$ cat src/rtl/store_align_pkg.sv
// store_align_pkg
// Shared types and lane-alignment helpers for the store alignment queue.
//   size_e  : log2 of the store size in bytes (byte, half, word, dword).
//   state_e : output beat sequencer states.
//   lane_mask / lane_data return double-width results. The low NB lanes
//   form beat0 and the next NB lanes form the split remainder (beat1).
//   The helpers run at a fixed maximum width, and the caller slices them
//   to its own DATA_SIZE (up to MAX_DW).
package store_align_pkg;

  typedef enum logic [1:0] {SZ_B, SZ_H, SZ_W, SZ_D} size_e;
  typedef enum logic [1:0] {IDLE, BEAT0, BEAT1} state_e;

  localparam int MAX_DW = 512;
  localparam int MAX_NB = MAX_DW / 8;

  // One bit per written byte, placed at byte offset ofs.
  function automatic logic [2*MAX_NB-1:0] lane_mask(input size_e size,
                                                    input logic [5:0] ofs);
    logic [2*MAX_NB-1:0] m;
    m = '0;
    for (int i = 0; i < MAX_NB; i++) begin
      if (i < (1 << size)) m[i] = 1'b1;
    end
    return m << ofs;
  endfunction

  // Right-justified store data, trimmed to its size and moved to byte offset ofs.
  function automatic logic [2*MAX_DW-1:0] lane_data(input logic [MAX_DW-1:0] data,
                                                    input size_e size,
                                                    input logic [5:0] ofs);
    logic [2*MAX_DW-1:0] d;
    d = '0;
    for (int i = 0; i < MAX_DW; i++) begin
      if (i < (8 << size)) d[i] = data[i];
    end
    return d << {ofs, 3'b000};
  endfunction

endpackage

$ cat src/rtl/store_align_queue_fifo.sv
// store_fifo
// Synchronous FIFO holding queued store entries.
//   clk_i/rst_i : clock, synchronous active-high reset (drops all entries)
//   push_i      : write wdata_i (ignored when full)
//   pop_i       : drop the head entry (ignored when empty)
//   rdata_o     : current head entry (valid when !empty_o)
//   full_o, empty_o, count_o : occupancy, all derived from registered state
module store_fifo #(
  parameter int WIDTH = 8,
  parameter int DEPTH = 4
) (
  input  logic                           clk_i,
  input  logic                           rst_i,
  input  logic                           push_i,
  input  logic                           pop_i,
  input  logic [WIDTH-1:0]               wdata_i,
  output logic [WIDTH-1:0]               rdata_o,
  output logic                           full_o,
  output logic                           empty_o,
  output logic [$clog2(DEPTH+1)-1:0]     count_o
);

  localparam int PW = $clog2(DEPTH);
  localparam int CW = $clog2(DEPTH+1);

  logic [WIDTH-1:0] mem_q [DEPTH];
  logic [PW-1:0]    wr_ptr_q, rd_ptr_q;
  logic [CW-1:0]    count_q;
  logic             do_push, do_pop;

  assign full_o  = (count_q == CW'(DEPTH));
  assign empty_o = (count_q == '0);
  assign count_o = count_q;
  assign rdata_o = mem_q[rd_ptr_q];

  assign do_push = push_i & ~full_o;
  assign do_pop  = pop_i & ~empty_o;

  // Storage needs no reset; only the pointers define which slots are live.
  always_ff @(posedge clk_i) begin
    if (do_push) mem_q[wr_ptr_q] <= wdata_i;
  end

  always_ff @(posedge clk_i) begin
    if (rst_i) begin
      wr_ptr_q <= '0;
      rd_ptr_q <= '0;
      count_q  <= '0;
    end else begin
      if (do_push) wr_ptr_q <= wr_ptr_q + PW'(1);
      if (do_pop)  rd_ptr_q <= rd_ptr_q + PW'(1);
      case ({do_push, do_pop})
        2'b10:   count_q <= count_q + CW'(1);
        2'b01:   count_q <= count_q - CW'(1);
        default: count_q <= count_q;
      endcase
    end
  end

endmodule

$ cat src/rtl/store_align_queue.sv
// store_align_queue
// Queues CPU stores and issues them to the data memory as lane-aligned
// beats with an active-low byte write enable. A store that crosses a word
// boundary is issued as two beats.
//   clk_i, rst_i           : clock, synchronous active-high reset
//   st_valid_i/st_ready_o  : store request handshake
//   st_size_i/addr_i/data_i: log2 bytes, byte address, right-justified data
//   mem_req_o/mem_ack_i    : beat handshake (mem_req_o is registered)
//   mem_addr_o/wdata_o/web_o : word-aligned address, lane data, byte enables
//   err_size_o             : one-cycle pulse when an illegal-size entry is dropped
//   busy_o                 : queue non-empty or a beat outstanding
//
// state | meaning
// IDLE  | no beat on the memory port
// BEAT0 | first (or only) beat of a store presented, waiting for ack
// BEAT1 | split remainder presented, waiting for ack
module store_align_queue
  import store_align_pkg::*;
#(
  parameter int DATA_SIZE = 32,
  parameter int ADDR_SIZE = 32,
  parameter int DEPTH     = 4
) (
  input  logic                  clk_i,
  input  logic                  rst_i,
  input  logic                  st_valid_i,
  output logic                  st_ready_o,
  input  logic [1:0]            st_size_i,
  input  logic [ADDR_SIZE-1:0]  st_addr_i,
  input  logic [DATA_SIZE-1:0]  st_data_i,
  output logic                  mem_req_o,
  input  logic                  mem_ack_i,
  output logic [ADDR_SIZE-1:0]  mem_addr_o,
  output logic [DATA_SIZE-1:0]  mem_wdata_o,
  output logic [DATA_SIZE/8-1:0] mem_web_o,
  output logic                  err_size_o,
  output logic                  busy_o
);

  localparam int NB  = DATA_SIZE / 8;
  localparam int OFS = $clog2(NB);
  localparam int EW  = 2 + ADDR_SIZE + DATA_SIZE;
  localparam int CW  = $clog2(DEPTH+1);

  logic [EW-1:0]        head;
  logic                 fifo_full, fifo_empty;
  logic [CW-1:0]        fifo_count;
  logic                 pop;

  store_fifo #(.WIDTH(EW), .DEPTH(DEPTH)) u_fifo (
    .clk_i   (clk_i),
    .rst_i   (rst_i),
    .push_i  (st_valid_i & ~fifo_full),
    .pop_i   (pop),
    .wdata_i ({st_size_i, st_addr_i, st_data_i}),
    .rdata_o (head),
    .full_o  (fifo_full),
    .empty_o (fifo_empty),
    .count_o (fifo_count)
  );

  size_e                head_size;
  logic [ADDR_SIZE-1:0] head_addr, head_base, head_next;
  logic [DATA_SIZE-1:0] head_data;
  logic [5:0]           head_ofs;
  logic [2*MAX_NB-1:0]  m2;
  logic [2*MAX_DW-1:0]  d2;
  logic                 head_legal, load_point, load_head, pop_illegal;
  logic                 unused_bits;

  assign head_size = size_e'(head[EW-1 -: 2]);
  assign head_addr = head[DATA_SIZE +: ADDR_SIZE];
  assign head_data = head[DATA_SIZE-1:0];
  assign head_ofs  = 6'(head_addr[OFS-1:0]);
  assign head_base = {head_addr[ADDR_SIZE-1:OFS], {OFS{1'b0}}};
  // Adding at word granularity wraps the beat1 address naturally.
  assign head_next = {head_addr[ADDR_SIZE-1:OFS] + (ADDR_SIZE-OFS)'(1), {OFS{1'b0}}};

  assign m2 = lane_mask(head_size, head_ofs);
  assign d2 = lane_data(MAX_DW'(head_data), head_size, head_ofs);

  // Bits of the max-width helper results beyond our lanes, and the count.
  assign unused_bits = ^{m2, d2, fifo_count};

  assign head_legal = (int'(head_size) <= OFS);

  state_e               state_q;
  logic                 mem_req_q, err_size_q, split_q;
  logic [ADDR_SIZE-1:0] mem_addr_q, rem_addr_q;
  logic [DATA_SIZE-1:0] mem_wdata_q, rem_data_q;
  logic [NB-1:0]        mem_web_q, rem_web_q;

  // A new head may load whenever the port is free or about to be freed.
  always_comb begin
    load_point = 1'b0;
    case (state_q)
      IDLE:    load_point = 1'b1;
      BEAT0:   load_point = mem_ack_i & ~split_q;
      BEAT1:   load_point = mem_ack_i;
      default: load_point = 1'b0;
    endcase
  end

  // Illegal heads are dropped as soon as they surface; they never occupy the port.
  assign pop_illegal = ~fifo_empty & ~head_legal;
  assign load_head   = ~fifo_empty & head_legal & load_point;
  assign pop         = pop_illegal | load_head;

  always_ff @(posedge clk_i) begin
    if (rst_i) begin
      state_q     <= IDLE;
      mem_req_q   <= 1'b0;
      mem_addr_q  <= '0;
      mem_wdata_q <= '0;
      mem_web_q   <= '1;
      err_size_q  <= 1'b0;
      split_q     <= 1'b0;
      rem_addr_q  <= '0;
      rem_data_q  <= '0;
      rem_web_q   <= '1;
    end else begin
      err_size_q <= pop_illegal;
      if (load_head) begin
        state_q     <= BEAT0;
        mem_req_q   <= 1'b1;
        mem_addr_q  <= head_base;
        mem_wdata_q <= d2[DATA_SIZE-1:0];
        mem_web_q   <= ~m2[NB-1:0];
        split_q     <= |m2[2*NB-1:NB];
        rem_addr_q  <= head_next;
        rem_data_q  <= d2[2*DATA_SIZE-1:DATA_SIZE];
        rem_web_q   <= ~m2[2*NB-1:NB];
      end else if (state_q == BEAT0 && mem_ack_i && split_q) begin
        state_q     <= BEAT1;
        mem_addr_q  <= rem_addr_q;
        mem_wdata_q <= rem_data_q;
        mem_web_q   <= rem_web_q;
        split_q     <= 1'b0;
      end else if (state_q != IDLE && mem_ack_i) begin
        state_q     <= IDLE;
        mem_req_q   <= 1'b0;
        mem_wdata_q <= '0;
        mem_web_q   <= '1;
      end
    end
  end

  assign st_ready_o  = ~fifo_full;
  assign mem_req_o   = mem_req_q;
  assign mem_addr_o  = mem_addr_q;
  assign mem_wdata_o = mem_wdata_q;
  assign mem_web_o   = mem_web_q;
  assign err_size_o  = err_size_q;
  assign busy_o      = ~fifo_empty | mem_req_q;

endmodule

$ cat config.mk
export PLATFORM = sky130hd
export DESIGN_NAME = store_align_queue
export DESIGN_NICKNAME = d
export VERILOG_FILES = /design/src/rtl/store_align_pkg.sv /design/src/rtl/store_align_queue_fifo.sv /design/src/rtl/store_align_queue.sv
export SDC_FILE = /design/constraint.sdc
export NUM_CORES = 1
export LEC_CHECK = 0
export BUFFER_PORTS_ARGS = -buffer_cell sky130_fd_sc_hd__buf_2
export CORE_MARGIN = 4
export CORE_UTILIZATION = 45
export CTS_CLUSTER_SIZE = 24
export DETAILED_ROUTE_END_ITERATION = 10
export REMOVE_ABC_BUFFERS = 1
export SETUP_SLACK_MARGIN = 0.4
export SYNTH_ARGS = -nofsm -noshare
export SYNTH_HDL_FRONTEND = slang
export SYNTH_SLANG_ARGS = --single-unit
export TNS_END_PERCENT = 30
$ cat constraint.sdc
create_clock -name clk_i -period 4 [get_ports clk_i]
set_clock_uncertainty 0.15 [all_clocks]
set_input_delay 0.2 -clock clk_i [delete_from_list [all_inputs] [get_ports clk_i]]
set_output_delay 0.2 -clock clk_i [all_outputs]
set_load 0.05 [all_outputs]
-- After elaboration in Yosys (flattened, before gate mapping)
Memory sizes are Yosys's and may differ from the RTL's. A register that Yosys moved wholly into a read port is not among the register bits.
Index checks and enable logic that the tools add are counted.
- register bits after elaboration: 144
- RAM bits: 264
- input bits: 70
- word-level logic and storage cells: 274
- memories: 1
- $add $sub $neg: 5
- order comparisons: 97
- eq/ne operators: 6
- shift operators: 4
- multiplexer cells: 118
- bitwise logic cells: 15
- reduce and logical (&&, ||, !) cells: 14
- memory list (name ; words ; bits a word ; rd ports ; clocked after Yosys merged registers in ; wr ports ; line ; source):
    u_fifo.mem_q ; 4 ; 66 ; 1 ; 1 ; 1 ; store_align_queue_fifo.sv:26 ; logic [WIDTH-1:0] mem_q [DEPTH];
- operators by type and width (cell ; number):
    6-bit by 32-bit < comparator with 1-bit output, first input constant ; 32
    7-bit by 32-bit < comparator with 1-bit output, first input constant ; 32
    5-bit by 32-bit < comparator with 1-bit output, first input constant ; 16
    4-bit by 32-bit < comparator with 1-bit output, first input constant ; 8
    32-bit two-way mux ; 5
    3-bit by 32-bit < comparator with 1-bit output, first input constant ; 4
    1-bit two-way mux ; 104
    1-bit by 32-bit < comparator with 1-bit output, first input constant ; 2
    2-bit by 32-bit < comparator with 1-bit output, first input constant ; 2
    32-bit by 5-bit left shift with 64-bit output ; 1
    64-bit by 2-bit left shift with 8-bit output ; 1
    1-bit by 2-bit left shift with 32-bit output, first input constant ; 1
    4-bit by 2-bit left shift with 32-bit output, first input constant ; 1
    30-bit by 1-bit adder with 30-bit output, second input constant ; 1
    4-bit two-way mux ; 3
    2-bit nonzero test ; 5
    2-bit two-way mux ; 4
    4-bit inverter ; 2
    1-bit AND ; 7
    3-bit one-hot mux with 2 select lines ; 1
    2-bit by 1-bit adder with 2-bit output, second input constant ; 2
    2-bit by 1-bit equality test with 1-bit output, second input constant ; 2
    2-bit equality test, second input constant ; 2
    1-bit inverter ; 4
    other kinds (14) ; 17

-- Logic depth before layout (Yosys ltp)
Gate-level depths: netlist of the first run.
- depth after elaboration: 8
- mapped depth: 10
- depth with buffers taken out: 9

-- Modules after synthesis
From an unflattened synthesis of the first run, not the netlist that was laid out.
- cells, all modules: 1147
- area total of the unflattened synthesis: 16133.0 µm²
- by module, submodules not included (module ; instances ; cells an instance ; area an instance (µm²)):
    store_fifo ; 1 ; 398 ; 9988.3
    store_align_queue ; 1 ; 749 ; 6144.6

-- Worst setup path before layout of the first run
No wires, ideal clock.
- path kind: register to register
- start point: reg u_fifo.count_q[0], in the netlist u_fifo.count_o[0]
- end point: mem u_fifo.mem_q[0][0] (netlist name), enable pin
- data arrival time: 2.559 ns
- required time: 3.418 ns
- setup slack: 0.860 ns
- cell stages (with the launch flop): 4
- cells stage by stage: dfxtp_1 nor2_1 nand2_1 and3_1
- cells in the longest elaborated chain, start to end: 6
- RTL lines (what ; line ; source):
    from (decl) ; store_align_queue_fifo.sv:28 ; logic [CW-1:0] count_q;
    from (signal assigned) ; store_align_queue_fifo.sv:53 ; 2'b10: count_q <= count_q + CW'(1);
    from (signal assigned) ; store_align_queue_fifo.sv:54 ; 2'b01: count_q <= count_q - CW'(1);
    from (signal assigned) ; store_align_queue_fifo.sv:55 ; default: count_q <= count_q;
    3-bit equality test * ; store_align_queue_fifo.sv:31 ; assign full_o = (count_q == CW'(DEPTH));
    1-bit inverter * ; n/a ;
    via st_ready_o ; store_align_queue.sv:27 ; output logic st_ready_o,
    1-bit AND ; store_align_queue.sv:53 ; .push_i (st_valid_i & ~fifo_full),
    1-bit AND * ; store_align_queue_fifo.sv:36 ; assign do_push = push_i & ~full_o;
    1-bit two-way mux * ; store_align_queue_fifo.sv:41 ; if (do_push) mem_q[wr_ptr_q] <= wdata_i;
    1-bit two-way mux (not written as such) * ; store_align_queue_fifo.sv:41 ;
    to (decl) ; store_align_queue_fifo.sv:26 ;
The timed path passes the listed nets; every way through them passes the cells marked *.

==> results of run 1 <==
## power by group through the flow
stage / Combinational (mW) / Sequential, mW / Clock [mW]
2_1_floorplan: 3.12 / 6.71 / 0
3_3_place_gp: 5.65 / 5.82 / 0
3_5_place_dp: 5.71 / 5.82 / 0
4_1_cts: 5.79 / 5.74 / 3.90
5_1_grt: 6.24 / 5.82 / 4.08
6_report: 5.76 / 5.73 / 3.81
## layer usage
layer	track usage, %	vias to the layer above	wire, microns
met4	4.438	2	672
met5	0	-	7
li1	-	4761	-
met3	3.522	57	2358
met1	27.10	5038	16660
met2	32.37	326	18520
## repair_timing
item,in CTS,in global routing
hold buffers,69,0
buffers inserted,0,0
hold endpoints to repair,277,0
## cell families after synthesis
group | synth area share (%)
compound gates | 10.42
simple gates | 8.115
buf+inv | 3.126
flops | 65.78
mux | 10.93
xor+xnor | 1.024
other cells | 0.02307
fa+ha+maj | 0.5851
## synth_stat cells, types with 3 or more instances
| master | count |
|---|---|
| clkbuf_1 | 34 |
| o31ai_1 | 9 |
| o2bb2ai_1 | 8 |
| a221oi_1 | 23 |
| a311oi_1 | 21 |
| nand4_1 | 15 |
| mux2i_1 | 14 |
| buf_6 | 12 |
| xnor2_1 | 5 |
| mux4_2 | 59 |
| a311oi_2 | 6 |
| edfxtp_1 | 264 |
| nor2_1 | 77 |
| buf_1 | 3 |
| a31oi_1 | 3 |
| nand2_1 | 71 |
| and3_1 | 9 |
| nand3_1 | 28 |
| o22ai_1 | 3 |
| inv_1 | 6 |
| mux2_2 | 11 |
| o21ai_0 | 12 |
| dfxtp_1 | 138 |
| a21oi_1 | 43 |
| buf_4 | 7 |
| ha_1 | 6 |
| a22oi_1 | 39 |
| nand2b_1 | 6 |
| a22o_1 | 13 |
| a222oi_1 | 5 |
| mux4_1 | 7 |
| or4_1 | 8 |
| a211oi_1 | 16 |
| and4_4 | 3 |
| o21bai_1 | 6 |
| and2_1 | 4 |
| nor3_1 | 21 |
| or3_1 | 9 |
| a21bo_2 | 4 |
| xor2_1 | 14 |
| buf_2 | 19 |
## sequential cells by signal, indices dropped and copies added (netlist names), named ones only
name and cells:
u_fifo.mem_q 264, mem_wdata_o 32, mem_addr_o 30, rem_addr_q 30
rem_data_q 24, mem_web_o 4, rem_web_q 4, u_fifo.count_o 3
state_q 2, u_fifo.rd_ptr_q 2, u_fifo.wr_ptr_q 2, err_size_o 1
mem_req_o 1, split_q 1
## layout by cell type, fill, tap and decap left out, drive strengths merged, types with 13 or more instances in the layout
cell and instances:
a311oi 27, o21ai 14, nor3 22, nor2 78, clkbuf 60, nand4 16
a221oi 23, mux2i 14, edfxtp 264, dlygate4sd3 69, nand2 72, clkinv 15
a211oi 16, a21oi 43, dfxtp 138, buf 166, nand3 29, mux4 66
a22oi 39, xor2 14, a22o 13
## worst min-delay path by stage
| stage | from | to | slack, ns | cells after the start |
|---|---|---|---|---|
| 2_1_floorplan | rst_i | rem_addr_q[25] | 0.12 | 1 |
| 3_3_place_gp | st_data_i[9] | u_fifo.mem_q[2][9] | 0.26 | 1 |
| 3_5_place_dp | st_data_i[6] | u_fifo.mem_q[2][6] | 0.27 | 1 |
| 4_1_cts | st_data_i[17] | u_fifo.mem_q[2][17] | 0.24 | 2 |
| 5_1_grt | st_data_i[14] | u_fifo.mem_q[3][14] | 0.25 | 2 |
| 6_report | st_data_i[16] | u_fifo.mem_q[0][16] | 0.26 | 2 |
## stage by stage
stage               hold WS, ns  utilization (%)
finish                   0.2600            54.60
global route             0.2507            54.60
CTS                      0.2392            54.60
detailed placement       0.2667            48.83
global placement         0.2646            48.83
floorplan                0.1179                -
## cell type report
class                           count  area share (%)
Sequential cell                   402           55.09
Multi-Input combinational cell    608           26.16
Timing Repair Buffer              235           8.646
Clock buffer                       60           6.308
Tap cell                          461           2.970
Clock inverter                     18          0.7087
Inverter                            6          0.1160
==> flow_summary.yaml, run 1 <==
run_status:
  status: "complete, no violations"
placement:
  dp_cells: 1643
  placed_area_sq_mm: 0.01737
  portBuffers: 139
  dpl.hpwl_mm: 24.24
  gp_congestion: 0.7923
  dp_slack_ns: 0.9129
cts:
  clock-sinks: 402
  cts_resized: 0
  clock_path_buffers: 3
  h-tree-depth: 2
  cts-buffers-inserted: 42
  clock_latency_ns: 0.53
  cts_root_buf: "clkbuf_16"
  path_clk_slew_ns: 0.06
  cts_tree: "done"
final_layout:
  nNetsFinal: 1372
  synthToLayoutAreaGrowth_pct: 19.49
  n_antenna_cell: 0
  fin_cells: 1790
  fillers: 2974
  multi_input_area_sq_mm: 0.005081
  final_layout_size_suffix_gt1_share_pct: 25.21
  fin_area_sq_mm: 0.01942
  seqCellArea_sq_mm: 0.01070
setup_path:
  critPathTopFamily: "simple AND/OR/NAND/NOR gates"
  slowest_stage: "dfxtp_4"
  cp.required_ns: 4.30
  r2r_slack_ns: 0.96
  r2r_cells: 7
  timing.rr.end: "rem_addr_q[30]"
  crit_cells: 7
  worstPathArrival_ns: 3.34
  cp_cell_sequence: "buf_12 > mux4_2 > ha_1 > and4_1 > nand2_4 > or4_1 > a311oi_2"
  cp-endpoint: "rem_addr_q[30]"
  worst_setup_path_start_kind: "flop"
  cp-end-kind: "flop"
  cpPeakStageDelay_ns: 0.59
  critical_path_class: "flop to flop"
  crit_buf_inv: 1
  path_max_fanout: 34
pwr:
  total_power_mw: 15.31
  power_frac_comb_pct: 37.6
  p_leak_nw: 6.716
  p_sw_mw: 5.817
  seqPwrFrac_pct: 37.5
  switching_share_pct: 38.00
  p_int_mw: 9.489
  clockPowerShare_pct: 24.9
  irDropWorstVdd_v: 0.0004869
  power_density_mw_per_mm2: 788.2
global_route:
  antenna_found_initial: 1
  grt-ovfl-total: 0
  grt_max_degree: 87
  grt_usage_pct: 19.50
  grt_pass1_vias: 10390
  grt_pass1_wl_mm: 59.97
timing:
  rsz0062_at_grt: "false"
  tightest_slew_ns: 1.199
  finalSetupViolations: 0
  slew_headroom_pct: 19.82
  tns_ns: 0
  max_freq_ghz: 0.3294
  slew_violations: 0
  min_period_ns: 3.036
  finalHoldViolCount: 0
  period_share_pct: 75.89
  setup_ws_ns: 0.9644
detailed_routing:
  first_pass_iters: 6
  drt_wl_total_mm: 38.21
  drc: 0
  via_per_inst: 5.689
  drt_iter0_drc: 867
  detail_route.wl_per_cell_microns: 21.35
  dr_total_vias: 10180
  detail-route-antenna-nets: 0
logic_synthesis:
  synth_cells: 1095
  synth_top_area_share_pct: 48.78
  yosysTopAreaCell: "edfxtp_1"
  synthFlopType: "edfxtp_1"
  synth_async_sr_flop_share_pct: 0
  synth_edf_count: 264
  synth_area_leaders: "edfxtp_1 (49%), dfxtp_1 (17%), mux4_2 (8.2%), a22oi_1 (1.8%), nor2_1 (1.8%)"
  ys_warn_count: 0
  yosysSeqAreaShare_pct: 65.78
  synth_seq_cells: 402
  synthDistinctLibCells: 68
  synthesis.area_sq_mm: 0.01625
  post_synth.cell_area_avg_sq_um: 14.84
floorplanning:
  ios: 142
  design.core.area_sq_mm: 0.03557
  initial_utilization_pct: 45.69
  die_h_microns: 198.0
  die_width_microns: 198.0
  dieArea_sq_mm: 0.03922
  row_count: 69
min_path:
  hold_class: "input pin to flop"
run:
  maxCapViolCount: 0
Note: power is estimated with default switching activity, not from simulation.
==> run 2, diff against run 1 <==
==> constraint.sdc (replaced) <==
create_clock -name clk_i -period 3.1 [get_ports clk_i]
set_clock_uncertainty 0.15 [all_clocks]
set_input_delay 0.155 -clock clk_i [delete_from_list [all_inputs] [get_ports clk_i]]
set_output_delay 0.155 -clock clk_i [all_outputs]
set_load 0.05 [all_outputs]
==> run 2 against run 1 <==
Final cell count rose by 1.3%. Critical endpoint is now rem_addr_q[21]. Non-clock buffer count grew 24. Die area unchanged. Critical path type unchanged. Hold slack worse by 0.23 ns. Wire length increased by 2.9%. Register-to-register slack got worse by 0.51 ns.
==> flow_summary.yaml, run 2 (synthesis results as in run 1) <==
timing:
  whs_ns: 0.02632
  period_share_pct: 85.48
  finalSetupViolations: 0
  tightest_slew_ns: 1.121
  tns_ns: 0
  setup_ws_ns: 0.4501
  slew_headroom_pct: 25.03
  slew_violations: 0
  finalHoldViolCount: 0
  rsz0062_at_grt: "true"
  max_freq_ghz: 0.3774
  min_period_ns: 2.650
placement:
  dp_cells: 1651
  portBuffers: 139
  placed_area_sq_mm: 0.01743
  dp_slack_ns: 0.2522
  dpl.hpwl_mm: 23.09
  gp_congestion: 0.7779
floorplanning:
  initial_utilization_pct: 45.69
  row_count: 69
  die_width_microns: 198.0
  design.core.area_sq_mm: 0.03557
  die_h_microns: 198.0
  dieArea_sq_mm: 0.03922
  ios: 142
detailed_routing:
  drt_wl_total_mm: 39.34
  via_per_inst: 5.651
  detail-route-antenna-nets: 0
  detail_route.wl_per_cell_microns: 21.69
  drt_iter0_drc: 834
  drc: 0
  dr_total_vias: 10250
  first_pass_iters: 5
global_route:
  grt_max_degree: 76
  grt_pass1_vias: 10260
  grt_pass1_wl_mm: 59.80
  grt-ovfl-total: 0
  antenna_found_initial: 1
  grt_usage_pct: 19.58
final_layout:
  nNetsFinal: 1396
  final_layout_size_suffix_gt1_share_pct: 27.37
  final_common_cell: "edfxtp_1"
  post-route-util_pct: 55.22
  fin_cells: 1814
  fin_area_sq_mm: 0.01964
  synthToLayoutAreaGrowth_pct: 20.86
  mostFrequentLayoutCells: "edfxtp_1 (264), buf_2 (138), dfxtp_1 (136), nor2_1 (77), nand2_1 (71)"
  max_flop_register: "u_fifo.mem_q"
  largest_register_ffs: 264
cts:
  cts-buffers-inserted: 42
  clock-sinks: 402
  cts_root_buf: "clkbuf_16"
  clock_latency_ns: 0.55
  clock_path_buffers: 3
  cts_tree: "done"
  path_clk_slew_ns: 0.06
  h-tree-depth: 2
setup_path:
  cp_cell_sequence: "mux4_2 > buf_4 > and2_4 > nor3_4 > buf_12 > buf_6 > nor2_1 > a311oi_1"
  r2r_cells: 8
  worstPathArrival_ns: 2.94
  r2r_slack_ns: 0.45
  critical_path_class: "flop to flop"
  timing.rr.end: "rem_addr_q[21]"
  cp.required_ns: 3.39
  cpPeakStageDelay_ns: 0.54
  worst_setup_path_start_kind: "flop"
  path_max_fanout: 37
  slowest_stage: "mux4_2"
  cp-end-kind: "flop"
pwr:
  total_power_mw: 19.98
  p_leak_nw: 6.819
  irDropWorstVdd_v: 0.0007711
  power_density_mw_per_mm2: 1017
run_status:
  status: "complete, no violations"
min_path:
  hold_end: "rem_data_q[23]"
  hold_class: "input pin to flop"
  whs_path_depth: 2
  hp-start: "rst_i"
run:
  maxCapViolCount: 0
==> run 2: cell types whose count changed in the layout (fill, tap and decap cells not counted), sizes merged <==
cell and delta:
clkbuf +3, dlygate4sd3 -1, clkinvlp -1, diode +1, clkinv +1, bufinv -2, buf +23
==> run 2: area by class of cell <==
type                            instances  area (sq um)
Clock inverter                         16         73.82
Clock buffer                           61          1234
Antenna cell                            1         2.502
Fill cell                            2944         15930
Timing Repair Buffer                  259          1934
Sequential cell                       402         10700
Multi-Input combinational cell        608          5101
Inverter                                6         22.52
Tap cell                              461         576.8
==> run 2: metal layers <==
| metal | vias to the layer above | routed length, microns | part of all wire [%] | global-route usage [%] |
|---|---|---|---|---|
| met4 | 0 | 742 | 1.9 | 4.769 |
| met1 | 5062 | 17140 | 44 | 27.67 |
| met2 | 342 | 18970 | 48 | 32.12 |
| met5 | - | 0 | 0 | 0 |
| met3 | 59 | 2485 | 6.3 | 3.165 |
| li1 | 4788 | - | - | - |
==> run 2: how the worst max path moves through the flow <==
stage	slack, ns	cells after the start	to
6_report	0.45	8	rem_addr_q[21]
5_1_grt	0.37	8	mem_wdata_o[16]
4_1_cts	0.34	6	rem_addr_q[29]
3_5_place_dp	0.25	6	mem_wdata_o[26]
3_3_place_gp	0.31	7	rem_addr_q[26]
2_1_floorplan	-3.85	5	mem_wdata_o[24]
==> run 2: power by group <==
part | switching (mW) | leakage [nW] | internal [mW]
logic | 5.08 | 2.61 | 2.80
clock network | 2.00 | 0.655 | 2.76
registers | 0.554 | 3.55 | 6.80
total | 7.63 | 6.82 | 12.4
==> run 2: timing repair <==
action | CTS | global route
resized for setup | 3 | 19
hold endpoints to repair | 268 | 0
hold buffers | 68 | 0
gates cloned | 0 | 2
pin swaps | 0 | 4
setup buffers | 3 | 12
setup endpoints to repair | 39 | 60
==> run 2: critical path, delay by kind of cell, from the launching register on <==
kind / cells / cell delay [ns]
compound gates: 1 / 0.23
buf+inv: 3 / 0.71
simple gates: 3 / 0.47
mux: 1 / 0.54
flops: 1 / 0.45
